<file path="src/rtl/idu_pkg.sv">
// Shared control-bundle layout and RV32/RV64 encoding constants for the decode stage.
package idu_pkg;

  localparam int CTRL_W = 23;

  typedef struct packed {
    logic       illegal;
    logic       word;
    logic [2:0] ext_op;
    logic       reg_wr;
    logic [2:0] branch;
    logic       mem_to_reg;
    logic       mem_wr;
    logic [2:0] mem_op;
    logic       alu_asrc;
    logic [1:0] alu_bsrc;
    logic [4:0] alu_ctr;
  } ctrl_t;

  // The named fields occupy 22 bits; the bundle port is CTRL_W wide with a zero MSB.
  localparam int CTRL_PAD = CTRL_W - $bits(ctrl_t);

  localparam logic [6:0] OPC_LUI     = 7'b0110111;
  localparam logic [6:0] OPC_AUIPC   = 7'b0010111;
  localparam logic [6:0] OPC_JAL     = 7'b1101111;
  localparam logic [6:0] OPC_JALR    = 7'b1100111;
  localparam logic [6:0] OPC_BRANCH  = 7'b1100011;
  localparam logic [6:0] OPC_LOAD    = 7'b0000011;
  localparam logic [6:0] OPC_STORE   = 7'b0100011;
  localparam logic [6:0] OPC_OPIMM   = 7'b0010011;
  localparam logic [6:0] OPC_OP      = 7'b0110011;
  localparam logic [6:0] OPC_OPIMM32 = 7'b0011011;
  localparam logic [6:0] OPC_OP32    = 7'b0111011;

  localparam logic [6:0] F7_BASE   = 7'b0000000;
  localparam logic [6:0] F7_ALT    = 7'b0100000;
  localparam logic [6:0] F7_MULDIV = 7'b0000001;

  localparam logic [2:0] EXT_I = 3'b000;
  localparam logic [2:0] EXT_U = 3'b001;
  localparam logic [2:0] EXT_S = 3'b010;
  localparam logic [2:0] EXT_B = 3'b011;
  localparam logic [2:0] EXT_J = 3'b100;

  localparam logic [2:0] BR_NONE = 3'b000;
  localparam logic [2:0] BR_JAL  = 3'b001;
  localparam logic [2:0] BR_JALR = 3'b010;

  localparam logic [4:0] ALU_ADD   = 5'b00000;
  localparam logic [4:0] ALU_SUB   = 5'b01000;
  localparam logic [4:0] ALU_SLL   = 5'b00001;
  localparam logic [4:0] ALU_SLT   = 5'b00010;
  localparam logic [4:0] ALU_SLTU  = 5'b01010;
  localparam logic [4:0] ALU_XOR   = 5'b00100;
  localparam logic [4:0] ALU_SRL   = 5'b00101;
  localparam logic [4:0] ALU_SRA   = 5'b01101;
  localparam logic [4:0] ALU_OR    = 5'b00110;
  localparam logic [4:0] ALU_AND   = 5'b00111;
  localparam logic [4:0] ALU_COPYB = 5'b00011;

  localparam logic [1:0] BSRC_RS2 = 2'b00;
  localparam logic [1:0] BSRC_IMM = 2'b01;
  localparam logic [1:0] BSRC_4   = 2'b10;
  localparam logic       ASRC_RS1 = 1'b0;
  localparam logic       ASRC_PC  = 1'b1;

  // alt selects sub/sra for the funct3 values that have an alternate form.
  function automatic logic [4:0] alu_from_f3(input logic [2:0] f3, input logic alt);
    logic [4:0] r;
    case (f3)
      3'b000:  r = alt ? ALU_SUB : ALU_ADD;
      3'b001:  r = ALU_SLL;
      3'b010:  r = ALU_SLT;
      3'b011:  r = ALU_SLTU;
      3'b100:  r = ALU_XOR;
      3'b101:  r = alt ? ALU_SRA : ALU_SRL;
      3'b110:  r = ALU_OR;
      default: r = ALU_AND;
    endcase
    return r;
  endfunction

endpackage

</file>
<file path="src/rtl/idu_decode.sv">
// Combinational RV32I/RV64I(+M) decode: instruction word to ctrl_t, no state.
// Unrecognised or parameter-disabled encodings yield a bundle with only illegal set.
module idu_decode
  import idu_pkg::*;
#(
  parameter int XLEN  = 32,
  parameter int HAS_M = 0
) (
  input  logic [31:0] inst_i,
  output ctrl_t       ctrl_o
);

  localparam bit RV64 = (XLEN == 64);
  localparam bit EN_M = (HAS_M != 0);

  logic [6:0] opc;
  logic [6:0] f7;
  logic [2:0] f3;
  logic       sh_ok;
  logic       legal;
  ctrl_t      c;
  logic       unused_bits;

  assign opc         = inst_i[6:0];
  assign f3          = inst_i[14:12];
  assign f7          = inst_i[31:25];
  assign unused_bits = ^{inst_i[24:15], inst_i[11:7]};

  // Shift-immediate upper bits: inst[25] is shamt[5] on RV64 and must be 0 on RV32.
  assign sh_ok = !inst_i[31] && (inst_i[29:26] == 4'b0000) && (RV64 || !inst_i[25]);

  always_comb begin
    c     = '0;
    legal = 1'b0;
    case (opc)
      OPC_LUI: begin
        legal      = 1'b1;
        c.ext_op   = EXT_U;
        c.reg_wr   = 1'b1;
        c.alu_bsrc = BSRC_IMM;
        c.alu_ctr  = ALU_COPYB;
      end
      OPC_AUIPC: begin
        legal      = 1'b1;
        c.ext_op   = EXT_U;
        c.reg_wr   = 1'b1;
        c.alu_asrc = ASRC_PC;
        c.alu_bsrc = BSRC_IMM;
        c.alu_ctr  = ALU_ADD;
      end
      OPC_JAL: begin
        legal      = 1'b1;
        c.ext_op   = EXT_J;
        c.reg_wr   = 1'b1;
        c.branch   = BR_JAL;
        c.alu_asrc = ASRC_PC;
        c.alu_bsrc = BSRC_4;
        c.alu_ctr  = ALU_ADD;
      end
      OPC_JALR: begin
        legal      = (f3 == 3'b000);
        c.ext_op   = EXT_I;
        c.reg_wr   = 1'b1;
        c.branch   = BR_JALR;
        c.alu_asrc = ASRC_PC;
        c.alu_bsrc = BSRC_4;
        c.alu_ctr  = ALU_ADD;
      end
      OPC_BRANCH: begin
        legal      = !(f3 inside {3'b010, 3'b011});
        c.ext_op   = EXT_B;
        c.branch   = {1'b1, f3[2], f3[0]};
        c.alu_bsrc = BSRC_RS2;
        c.alu_ctr  = f3[1] ? ALU_SLTU : ALU_SLT;
      end
      OPC_LOAD: begin
        legal        = (f3 inside {3'b000, 3'b001, 3'b010, 3'b100, 3'b101}) ||
                       (RV64 && (f3 inside {3'b011, 3'b110}));
        c.ext_op     = EXT_I;
        c.reg_wr     = 1'b1;
        c.mem_to_reg = 1'b1;
        c.mem_op     = f3;
        c.alu_bsrc   = BSRC_IMM;
        c.alu_ctr    = ALU_ADD;
      end
      OPC_STORE: begin
        legal      = (f3 inside {3'b000, 3'b001, 3'b010}) || (RV64 && (f3 == 3'b011));
        c.ext_op   = EXT_S;
        c.mem_wr   = 1'b1;
        c.mem_op   = f3;
        c.alu_bsrc = BSRC_IMM;
        c.alu_ctr  = ALU_ADD;
      end
      OPC_OPIMM: begin
        case (f3)
          3'b001:  legal = sh_ok && !inst_i[30];
          3'b101:  legal = sh_ok;
          default: legal = 1'b1;
        endcase
        c.ext_op   = EXT_I;
        c.reg_wr   = 1'b1;
        c.alu_bsrc = BSRC_IMM;
        c.alu_ctr  = alu_from_f3(f3, (f3 == 3'b101) && inst_i[30]);
      end
      OPC_OP: begin
        c.reg_wr   = 1'b1;
        c.alu_bsrc = BSRC_RS2;
        if (f7 == F7_BASE) begin
          legal     = 1'b1;
          c.alu_ctr = alu_from_f3(f3, 1'b0);
        end else if (f7 == F7_ALT) begin
          legal     = (f3 inside {3'b000, 3'b101});
          c.alu_ctr = alu_from_f3(f3, 1'b1);
        end else if (EN_M && (f7 == F7_MULDIV)) begin
          legal     = 1'b1;
          c.alu_ctr = {2'b10, f3};
        end
      end
      OPC_OPIMM32: begin
        case (f3)
          3'b000:  legal = RV64;
          3'b001:  legal = RV64 && (f7 == F7_BASE);
          3'b101:  legal = RV64 && ((f7 == F7_BASE) || (f7 == F7_ALT));
          default: legal = 1'b0;
        endcase
        c.word     = 1'b1;
        c.ext_op   = EXT_I;
        c.reg_wr   = 1'b1;
        c.alu_bsrc = BSRC_IMM;
        c.alu_ctr  = alu_from_f3(f3, (f3 == 3'b101) && inst_i[30]);
      end
      OPC_OP32: begin
        c.word     = 1'b1;
        c.reg_wr   = 1'b1;
        c.alu_bsrc = BSRC_RS2;
        if (f7 == F7_BASE) begin
          legal     = RV64 && (f3 inside {3'b000, 3'b001, 3'b101});
          c.alu_ctr = alu_from_f3(f3, 1'b0);
        end else if (f7 == F7_ALT) begin
          legal     = RV64 && (f3 inside {3'b000, 3'b101});
          c.alu_ctr = alu_from_f3(f3, 1'b1);
        end else if (f7 == F7_MULDIV) begin
          legal     = RV64 && EN_M && (f3 inside {3'b000, 3'b100, 3'b101, 3'b110, 3'b111});
          c.alu_ctr = {2'b10, f3};
        end
      end
      default: legal = 1'b0;
    endcase

    if (legal) begin
      ctrl_o = c;
    end else begin
      ctrl_o         = '0;
      ctrl_o.illegal = 1'b1;
    end
  end

endmodule

</file>
<file path="src/rtl/idu_stage.sv">
// Registered decode stage: 1-cycle latency, full throughput; a skid entry absorbs one
// acceptance under back-pressure so in_ready can come straight from a flop.
module idu_stage
  import idu_pkg::*;
#(
  parameter int XLEN  = 32,
  parameter int HAS_M = 0
) (
  input  logic              clk,
  input  logic              rst_n,
  input  logic              in_valid,
  output logic              in_ready,
  input  logic [31:0]       in_inst,
  input  logic [XLEN-1:0]   in_pc,
  input  logic              flush,
  output logic              out_valid,
  input  logic              out_ready,
  output logic [CTRL_W-1:0] out_ctrl,
  output logic [XLEN-1:0]   out_pc,
  output logic [31:0]       out_inst
);

  ctrl_t dec_ctrl;

  idu_decode #(
    .XLEN  (XLEN),
    .HAS_M (HAS_M)
  ) u_decode (
    .inst_i (in_inst),
    .ctrl_o (dec_ctrl)
  );

  logic            in_ready_q,   in_ready_d;
  logic            out_valid_q,  out_valid_d;
  ctrl_t           out_ctrl_q,   out_ctrl_d;
  logic [XLEN-1:0] out_pc_q,     out_pc_d;
  logic [31:0]     out_inst_q,   out_inst_d;
  logic            skid_valid_q, skid_valid_d;
  ctrl_t           skid_ctrl_q,  skid_ctrl_d;
  logic [XLEN-1:0] skid_pc_q,    skid_pc_d;
  logic [31:0]     skid_inst_q,  skid_inst_d;

  logic accept;
  logic out_free;

  assign accept   = in_valid && in_ready_q;
  assign out_free = !out_valid_q || out_ready;

  always_comb begin
    out_valid_d  = out_valid_q;
    out_ctrl_d   = out_ctrl_q;
    out_pc_d     = out_pc_q;
    out_inst_d   = out_inst_q;
    skid_valid_d = skid_valid_q;
    skid_ctrl_d  = skid_ctrl_q;
    skid_pc_d    = skid_pc_q;
    skid_inst_d  = skid_inst_q;

    if (flush) begin
      out_valid_d  = 1'b0;
      skid_valid_d = 1'b0;
    end else if (out_free) begin
      // in_ready is low while skid is full, so skid and a new acceptance never coincide.
      if (skid_valid_q) begin
        out_valid_d  = 1'b1;
        out_ctrl_d   = skid_ctrl_q;
        out_pc_d     = skid_pc_q;
        out_inst_d   = skid_inst_q;
        skid_valid_d = 1'b0;
      end else if (accept) begin
        out_valid_d = 1'b1;
        out_ctrl_d  = dec_ctrl;
        out_pc_d    = in_pc;
        out_inst_d  = in_inst;
      end else begin
        out_valid_d = 1'b0;
      end
    end else if (accept) begin
      skid_valid_d = 1'b1;
      skid_ctrl_d  = dec_ctrl;
      skid_pc_d    = in_pc;
      skid_inst_d  = in_inst;
    end

    in_ready_d = !skid_valid_d;
  end

  always_ff @(posedge clk or negedge rst_n) begin
    if (!rst_n) begin
      in_ready_q   <= 1'b1;
      out_valid_q  <= 1'b0;
      out_ctrl_q   <= '0;
      out_pc_q     <= '0;
      out_inst_q   <= '0;
      skid_valid_q <= 1'b0;
      skid_ctrl_q  <= '0;
      skid_pc_q    <= '0;
      skid_inst_q  <= '0;
    end else begin
      in_ready_q   <= in_ready_d;
      out_valid_q  <= out_valid_d;
      out_ctrl_q   <= out_ctrl_d;
      out_pc_q     <= out_pc_d;
      out_inst_q   <= out_inst_d;
      skid_valid_q <= skid_valid_d;
      skid_ctrl_q  <= skid_ctrl_d;
      skid_pc_q    <= skid_pc_d;
      skid_inst_q  <= skid_inst_d;
    end
  end

  assign in_ready  = in_ready_q;
  assign out_valid = out_valid_q;
  assign out_ctrl  = {{CTRL_PAD{1'b0}}, out_ctrl_q};
  assign out_pc    = out_pc_q;
  assign out_inst  = out_inst_q;

endmodule

</file>
<file path="config.mk">
export PLATFORM = sky130hd
export DESIGN_NAME = idu_stage
export DESIGN_NICKNAME = d
export VERILOG_FILES = /design/src/rtl/idu_pkg.sv /design/src/rtl/idu_decode.sv /design/src/rtl/idu_stage.sv
export SDC_FILE = /design/constraint.sdc
export NUM_CORES = 1
export LEC_CHECK = 0
export ABC_AREA = 0
export BUFFER_PORTS_ARGS = -buffer_cell sky130_fd_sc_hd__buf_2
export CORE_AREA = 5 5 132 134
export CTS_CLUSTER_SIZE = 25
export DETAILED_ROUTE_END_ITERATION = 6
export DIE_AREA = 0 0 137 139
export GPL_TIMING_DRIVEN = 0
export PLACE_DENSITY = 0.75
export SYNTH_ARGS = -nofsm -noshare
export SYNTH_HDL_FRONTEND = slang
export SYNTH_SLANG_ARGS = --single-unit
</file>
<file path="constraint.sdc">
create_clock -name clk -period 1.85 [get_ports clk]
set_clock_uncertainty 0.15 [all_clocks]
set_input_delay 0.37 -clock clk [delete_from_list [all_inputs] [get_ports clk]]
set_output_delay 0.37 -clock clk [all_outputs]
set_load 0.02 [all_outputs]
</file>
Word level (Yosys, flattened, before mapping)
Cells that the tools add are included.
- multiplexer cells: 38
- bitwise operators: 2
- equal/unequal tests: 19
- reductions and logical operators: 32
- operator list (operator ; count):
    32-bit two-way mux ; 4
    22-bit two-way mux ; 3
    4-bit case mux with 7 select lines ; 2
    7-bit case mux with 7 select lines ; 1
    7-bit by 6-bit equality test with 1-bit output, second input constant ; 5
    5-bit case mux with 7 select lines ; 1
    5-bit two-way mux ; 5
    7-bit by 5-bit equality test with 1-bit output, second input constant ; 3
    7-bit equality test, second input constant ; 3
    1-bit two-way mux ; 14
    4-bit two-way mux ; 3
    3-bit case mux with 4 select lines ; 1
    2-bit OR reduction ; 5
    3-bit equality test, second input constant ; 3
    3-bit case mux with 3 select lines ; 1
    3-bit OR reduction ; 3
    9-bit OR reduction ; 1
    2-bit nonzero test ; 4
    7-bit by 1-bit equality test with 1-bit output, second input constant ; 1
    7-bit by 2-bit equality test with 1-bit output, second input constant ; 1
    7-bit zero test ; 1
    1-bit case mux with 7 select lines ; 1
    3-bit by 2-bit equality test with 1-bit output, second input constant ; 2
    1-bit zero test ; 6
    other kinds (11) ; 17
- logic and storage cells: 120
- output and inout bits: 89
- bits in registers: 175

Depth between registers and ports, before layout
Gate-level depths: netlist of the first run.
- depth after elaboration: 9
- depth in mapped cells: 8
- depth with buffers taken out: 6

Cells and area by module
A second synthesis of the first run with hierarchy kept.
- cells, all modules: 571
- area, all modules: 8167.8 µm²
- modules (own cells, without submodules) (module ; instances ; cells an instance ; seq. area each (µm²) ; area each (µm²)):
    idu_stage ; 1 ; 473 ; 4380.5 ; 7572.3
    idu_decode ; 1 ; 98 ; 0.0 ; 595.6

Worst setup path after synthesis of the first run
OpenSTA, ideal clock, no wires.
- kind: input to register
- start point: input in_inst[1]
- end point: register out_ctrl_q (netlist bit out_ctrl[5])
- data arrival time: 1.780 ns
- path slack: -0.206 ns
- setup time: 0.126 ns
- cell stages on the path: 8
- cells stage by stage: buf_2 -> and4bb_4 -> nand4b_2 -> nand2_2 -> nor4b_4 -> buf_6 -> a31oi_1 -> a221o_1
- longest elaborated chain between the ends: 6
- elaborated cells between the ends (all ways): 20
- classes of those cells: eq/ne (11); mux (5); reduce/logical (4)
- RTL lines (item ; RTL line ; source):
    start, declared ; idu_stage.sv:13 ; input logic [31:0] in_inst,
    7-bit by 6-bit equality test with 1-bit output, or another cell as far along ; idu_decode.sv:35 ; case (opc)
    3-bit OR reduction (no source line) / 2-bit OR reduction (equally long branches) ; n/a ;
    7-bit case mux with 7 select lines / 1-bit case mux with 7 select lines (equally long branches) ; idu_decode.sv:35 ;
    22-bit two-way mux (*) ; idu_decode.sv:150 ; if (legal) begin
    22-bit two-way mux (*) ; idu_stage.sv:70 ; end else if (accept) begin
    22-bit two-way mux (*) ; idu_stage.sv:64 ; if (skid_valid_q) begin
    end signal, assigned ; idu_stage.sv:102 ; out_ctrl_q <= out_ctrl_d;
    end, declared ; idu_stage.sv:35 ; ctrl_t out_ctrl_q, out_ctrl_d;
Every way passes the cells marked *; elsewhere a longest branch is shown, timed or not. The select of a mux whose other input is x is not followed.
A chain may end at the register's enable or synchronous reset.

Worst setup path in the final report of the first run
- start point: input in_inst[5]
- end point: register out_ctrl_q (netlist bit out_ctrl[14])
- longest elaborated chain between the ends: 6
- elaborated cells between the ends (all ways): 15
- classes of those cells: eq/ne (9); mux (5); reduce/logical (1)
- RTL lines (item ; RTL line):
    7-bit by 6-bit equality test with 1-bit output, or another cell as far along ; idu_decode.sv:35
    3-bit OR reduction (no source line) ; n/a
    1-bit case mux with 7 select lines ; idu_decode.sv:35
    22-bit two-way mux (*) ; idu_decode.sv:150
    22-bit two-way mux (*) ; idu_stage.sv:70
    22-bit two-way mux (*) ; idu_stage.sv:64
Marks and branches as above.

==> impl_metrics.ini, run 1 <==
[synth]
synthSimpleGateAreaFrac_pct = 21.7
synth_xor_area_share_pct = 0.112
synth-compound-area-share_pct = 9.94
ys_seq_area_share_pct = 56.0
yosys_warnings = 0
synth_edf_count = 0
async_reset_ff_share_pct = 100
synth_fp_nets = 890
synthMuxAreaShare_pct = 8.74
synth_area_per_cell_um2 = 9.52
synth_top_family_by_area = simple AND/OR/NAND/NOR gates
syn-instance-count = 821
synth_fa_ha_area_share_pct = 0
synthDistinctLibCells = 61
synth-seq-cells = 175
syn_area_um2 = 7820
synth_top_flop_cell = dfrtp_1

[sta]
drv_slew = 0
hold_viol_final = 0
rsz0062_at_grt = yes
fin_ws_ns = -0.0203
setup_viol = 2
setup_tns_ns = -0.0322
fmax_ghz = 0.535
fin_crit_sh_pct = 101
period_minus_slack_ns = 1.87
relSlewSlack_pct = 56.4
tightest_slew_ns = 0.654

[critical_path]
regToRegStartpoint = in_ready
critPathMaxFanout = 3
rr_worst_depth = 4
slowest_delay_ns = 0.43
worstSetupPathType = in -> reg
arrival_ns = 2.07
cp_slowest_cell = or3b_4
worst_ep_required_time_ns = 2.05
cp-start-kind = input port
regToRegSetupSlack_ns = 0.06
endpoint_kind = register
crit_chain = buf_2 > or3b_4 > nor4_4 > nor4b_4 > buf_4 > or4_4 > a21oi_2
r2r_end = skid_ctrl_q[1]

[global_route]
busiest_layer = met2
met1_usage_pct = 31.1
antenna_found_initial = 1
grt_first_pass_wirelength_um = 34100
grt_overflow = 0
grt_max_degree = 93
met2_usage_pct = 35.9
grt_usage_pct = 22.7
grt_pass1_vias = 6549
grt_use_met3_pct = 4.39

[flow_run]
drv_cap = 0

[routing]
ant_nets = 0
drt_iter0_markers = 441
wl_um = 21500
vias = 6754
vias_per_cell = 5.24
routedWlPerCell_um = 16.7
drt_pass1_iterations = 5
drc = 0

[placed_design]
place_hpwl_um = 14400
gp_congestion = 0.891
place_area_um2 = 9000
port_buffers = 152

[floorplan]
core_area_um2 = 16200
die_w_um = 137
initial_core_util_pct = 48.3
dieArea_um2 = 19000
io_pins = 158
die-height_um = 139
row_count = 47

[clock_tree]
root_buffer = clkbuf_16
cts_sinks = 175
clockBufferDepth = 2
insertion_delay_ns = 0.42
h-tree-depth = 4
cts_tree = built
cts_buffers = 17
clk_pin_slew_worst_paths_ns = 0.07

[layout]
area_growth_pct = 33.2
finalInstanceArea_um2 = 10400
drive_gt1_share_pct = 27.8
layout_commonest_cell = nand2_1
antenna-diode-count = 0
final_cell_mix = 298 x nand2_1, 174 x dfrtp_1, 150 x buf_2, 88 x o21ai_0, 66 x mux2i_1
nets = 1124

[power]
p_leak_nw = 5.17
powerDensity_nw_per_um2 = 979
ir_worst_vdd_v = 0.000629

[run_status]
status = complete, but fails checks
violations = setup timing

[hold_path]
min_path_type = in -> reg
hold_end = skid_inst_q[27]
min_from = in_inst[27]
whs_path_depth = 3
-- cell type report --
type	instances	area (um2)
Multi-Input combinational cell	585	3290
Tap cell	220	275
Buffer	57	450
Inverter	2	7.51
Clock buffer	20	447
Sequential cell	175	4380
Timing Repair Buffer	217	1430
Fill cell	1312	5760
Clock inverter	12	136
-- through the flow --
stage               worst slack, ns  total power, W  utilization, %  hold WS, ns  std cells
finish                      -0.0203          0.0102            64.4       0.0148       1288
global placement              -2.54         0.00646            55.4        0.294       1193
global route                -0.0642          0.0107            64.4      0.00773       1288
CTS                         0.00246          0.0102            63.1      0.00153       1275
floorplan                    -0.123         0.00581               -      -0.0756        821
detailed placement           -0.637         0.00654            55.6        0.258       1194
-- routing by layer --
metal  part of all wire, %  wire length (um)
met1                    43              9250
met2                    49             10400
met3                   6.2              1330
met4                   2.3               495
met5                 0.033                 7
-- registers in the layout, indices dropped and copies added (netlist names) --
signal and flops:
skid_valid_q 1, in_ready 1, out_pc 32, skid_ctrl_q 22, out_ctrl 22, out_inst 32
skid_inst_q 32, skid_pc_q 32, out_valid 1
-- cell usage after synthesis (2+ instances only) --
| master | number | area, um2 |
|---|---|---|
| a21oi_1 | 26 | 130 |
| a221o_1 | 2 | 20.0 |
| a31oi_1 | 3 | 18.8 |
| and2_1 | 4 | 25.0 |
| and3_1 | 5 | 31.3 |
| and3b_1 | 3 | 26.3 |
| buf_1 | 4 | 15.0 |
| buf_2 | 8 | 40.0 |
| buf_4 | 3 | 22.5 |
| buf_6 | 2 | 22.5 |
| clkbuf_1 | 42 | 158 |
| dfrtp_1 | 174 | 4350 |
| inv_1 | 2 | 7.51 |
| mux2_2 | 2 | 22.5 |
| mux2i_1 | 66 | 661 |
| nand2_1 | 300 | 1130 |
| nand2b_1 | 4 | 25.0 |
| nand3_1 | 3 | 15.0 |
| nand3b_1 | 2 | 15.0 |
| nand4_1 | 2 | 12.5 |
| nand4b_1 | 3 | 26.3 |
| nor2_1 | 18 | 67.6 |
| nor2b_1 | 4 | 25.0 |
| nor3_1 | 2 | 10.0 |
| nor3_2 | 3 | 30.0 |
| o21a_1 | 4 | 30.0 |
| o21ai_0 | 89 | 445 |
| o31ai_1 | 3 | 22.5 |
| o41ai_1 | 2 | 17.5 |
| or3_1 | 5 | 31.3 |
-- cells by family (layout without fill, tap and decap cells) --
| family | count (synthesis) | in the layout |
|---|---|---|
| and+or+nand+nor | 376 | 376 |
| DFF | 175 | 175 |
| AOI/OAI and AO/OA | 139 | 139 |
| muxes | 68 | 68 |
| buffers and inverters | 61 | 308 |
| other | 1 | 1 |
| xor gates and xnor gates | 1 | 1 |
-- worst max-delay path by stage --
| stage | depth (start not counted) | endpoint | slack, ns | startpoint |
|---|---|---|---|---|
| floorplan | 6 | out_ctrl[1] | -0.12 | in_inst[5] |
| global placement | 1 | out_pc[25] | -2.54 | rst_n |
| detailed placement | 7 | skid_ctrl_q[21] | -0.64 | out_ready |
| CTS | 7 | out_ctrl[14] | 0.002 | in_inst[5] |
| global route | 9 | out_ctrl[5] | -0.06 | in_inst[14] |
| finish | 7 | out_ctrl[14] | -0.02 | in_inst[5] |
-- worst max-delay path, delay by kind of cell --
kind | cells | cell delay (ns)
and+or+nand+nor | 4 | 1.28
buffers and inverters | 2 | 0.28
AOI/OAI and AO/OA | 1 | 0.14
-- power by group --
| group | total, W | switching (W) | leakage, nW | internal (W) |
|---|---|---|---|---|
| registers | 0.00476 | 0.000331 | 2.24 | 0.00443 |
| clock network | 0.00358 | 0.00154 | 0.282 | 0.00204 |
| logic | 0.00185 | 0.00113 | 2.65 | 0.000720 |
-- repair_timing --
action	in CTS	in global routing
pin swaps	10	10
gates cloned	2	1
hold buffers	42	0
buffers inserted	6	13
endpoints found under the hold margin	123	0
endpoints found under the setup margin	163	152
gates resized for setup	51	56
Power figures use the tool's default switching activity.
==> run 2: changes to the inputs <==
--- a/config.mk
+++ b/config.mk
@@ -7,12 +7,14 @@
 export LEC_CHECK = 0
 export ABC_AREA = 0
 export BUFFER_PORTS_ARGS = -buffer_cell sky130_fd_sc_hd__buf_2
-export CORE_AREA = 5 5 132 134
+export CELL_PAD_IN_SITES_DETAIL_PLACEMENT = 2
+export CELL_PAD_IN_SITES_GLOBAL_PLACEMENT = 2
+export CORE_AREA = 5 5 168 170
 export CTS_CLUSTER_SIZE = 25
 export DETAILED_ROUTE_END_ITERATION = 6
-export DIE_AREA = 0 0 137 139
+export DIE_AREA = 0 0 173 175
 export GPL_TIMING_DRIVEN = 0
-export PLACE_DENSITY = 0.75
+export PLACE_DENSITY_LB_ADDON = 0.1
 export SYNTH_ARGS = -nofsm -noshare
 export SYNTH_HDL_FRONTEND = slang
 export SYNTH_SLANG_ARGS = --single-unit
==> constraint.sdc (replaced) <==
create_clock -name clk -period 1.7 [get_ports clk]
set_clock_uncertainty 0.15 [all_clocks]
set_input_delay 0.34 -clock clk [delete_from_list [all_inputs] [get_ports clk]]
set_output_delay 0.34 -clock clk [all_outputs]
set_load 0.02 [all_outputs]
==> run 2 against run 1 <==
Net effect: the flow still finishes with violations (setup timing); sequential share of layout area is 3.5 points lower; via count grew 2.7%; cell count is 12% higher; combinational power grew 23%; sequential cell count did not move; worst hold slack worse by 0.0022 ns; die area is 59% higher; critical endpoint unchanged; largest cell class unchanged.
==> impl_metrics.ini, run 2 (same netlist as run 1, synthesis figures left out) <==
[sta]
period_minus_slack_ns = 1.85
relSlewSlack_pct = 64.9
tightest_slew_ns = 0.527
hold_viol_final = 0
fmax_ghz = 0.540
drv_slew = 0
fin_ws_ns = -0.153
setup_tns_ns = -7.42
setup_viol = 105
rsz0062_at_grt = yes
fin_crit_sh_pct = 109

[critical_path]
cp_slowest_cell = or3b_4
crit_chain = buf_6 > or3b_4 > nor4_4 > nor4b_4 > buf_4 > or4_4 > a21oi_2
endpoint_kind = register
critPathMaxFanout = 3
cp_top_family = simple AND/OR/NAND/NOR gates
rr_worst_depth = 6
path_buf_inv = 2
crit_cells = 7
slowest_delay_ns = 0.43
worstSetupPathType = in -> reg
worst_ep_required_time_ns = 1.91
arrival_ns = 2.06
cp-start-kind = input port

[clock_tree]
clk_pin_slew_worst_paths_ns = 0.07
insertion_delay_ns = 0.43
clockBufferDepth = 2
h-tree-depth = 4
cts_sinks = 175
cts_tree = built
root_buffer = clkbuf_16
cts_buffers = 17

[global_route]
grt_usage_pct = 18.4
grt_first_pass_wirelength_um = 44400
antenna_found_initial = 1
grt_overflow = 0
grt_pass1_vias = 7774
grt_max_degree = 95

[routing]
drc = 0
ant_nets = 0
vias_per_cell = 4.82
routedWlPerCell_um = 19.4
vias = 6933
drt_iter0_markers = 294
drt_pass1_iterations = 4
wl_um = 27900

[placed_design]
place_hpwl_um = 18700
place_area_um2 = 9290
gp_congestion = 0.741
dpl.cell_count = 1315
port_buffers = 152

[run_status]
violations = setup timing
status = complete, but fails checks

[floorplan]
dieArea_um2 = 30300
core_area_um2 = 26600
row_count = 60
initial_core_util_pct = 29.4
die_w_um = 173
io_pins = 158
die-height_um = 175

[power]
total_power_w = 0.0115
powerDensity_nw_per_um2 = 1020
p_leak_nw = 5.50
ir_worst_vdd_v = 0.000445

[hold_path]
whs_path_depth = 3
min_path_type = in -> reg

[layout]
stdcell_count = 1438
nets = 1153
drive_gt1_share_pct = 33.3
layout_commonest_cell = nand2_1
finalInstanceArea_um2 = 11300
antenna-diode-count = 0
final_cell_mix = 278 x nand2_1, 174 x dfrtp_1, 145 x buf_2, 66 x mux2i_1, 49 x dlygate4sd3_1
area_growth_pct = 45.1
final_util_pct = 42.7

[flow_run]
drv_cap = 0
==> run 2: cell types whose count changed in the layout (fill, tap and decap cells not counted), sizes merged <==
cell | before | now
dlygate4sd3 | 42 | 49
buf | 191 | 225
inv | 4 | 7
clkbuf | 61 | 48
clkinv | 6 | 4
==> run 2: layer usage <==
layer  track usage [%]  wire length [um]  part of all wire, %
met4              3.96               203                 0.73
met3              3.42               824                  3.0
met2              31.3             13900                   50
met5                 0                 7                0.025
met1              24.5             13000                   47
==> run 2: path summary, 6_finish.rpt <==
| kind | start | endpoint | slack (ns) |
|---|---|---|---|
| max | in_inst[6] | out_ctrl[14] | -0.15 |
| min | in_pc[11] | skid_pc_q[11] | 0.01 |
| max reg2reg | in_ready | out_ctrl[3] | -0.12 |
| min reg2reg | skid_ctrl_q[10] | skid_ctrl_q[10] | 0.33 |
| max in group asynchronous | rst_n | skid_pc_q[11] | 0.25 |
| min in group asynchronous | rst_n | out_inst[0] | 0.29 |
==> run 2: cell type report <==
class,instances,area (um2)
repair buffers,245,1760
well taps,341,427
clock inverters,13,153
inverters,2,7.51
flip-flops and latches,175,4380
fillers,2877,15200
multi-input cells,585,3490
clock buffers,19,433
plain buffers,58,688
==> run 2: repair_timing <==
| item | CTS | global route |
|---|---|---|
| gates resized for setup | 121 | 113 |
| gates cloned | 3 | 3 |
| endpoints found under the hold margin | 129 | 0 |
| hold buffers | 49 | 0 |
| setup endpoints to repair | 172 | 250 |
| buffers inserted | 27 | 10 |
| pin swaps | 24 | 22 |
==> run 2: worst min-delay path, cell delays in order <==
cell,delay (ns)
buf_2,0.10
nand2_1,0.06
nand2_2,0.05
==> run 2: metrics by stage <==
| step | hold WS, ns | worst slack (ns) |
|---|---|---|
| 2_1_floorplan | -0.106 | -0.243 |
| 3_3_place_gp | 0.298 | -3.14 |
| 3_5_place_dp | 0.232 | -0.778 |
| 4_1_cts | 0.0100 | -0.125 |
| 5_1_grt | 0.00861 | -0.176 |
| 6_report | 0.0126 | -0.153 |
==> run 2: power by group <==
part           internal [W]  total [W]  switching [W]
logic              0.000930    0.00228        0.00135
registers           0.00482    0.00521       0.000384
clock network       0.00220    0.00405        0.00184
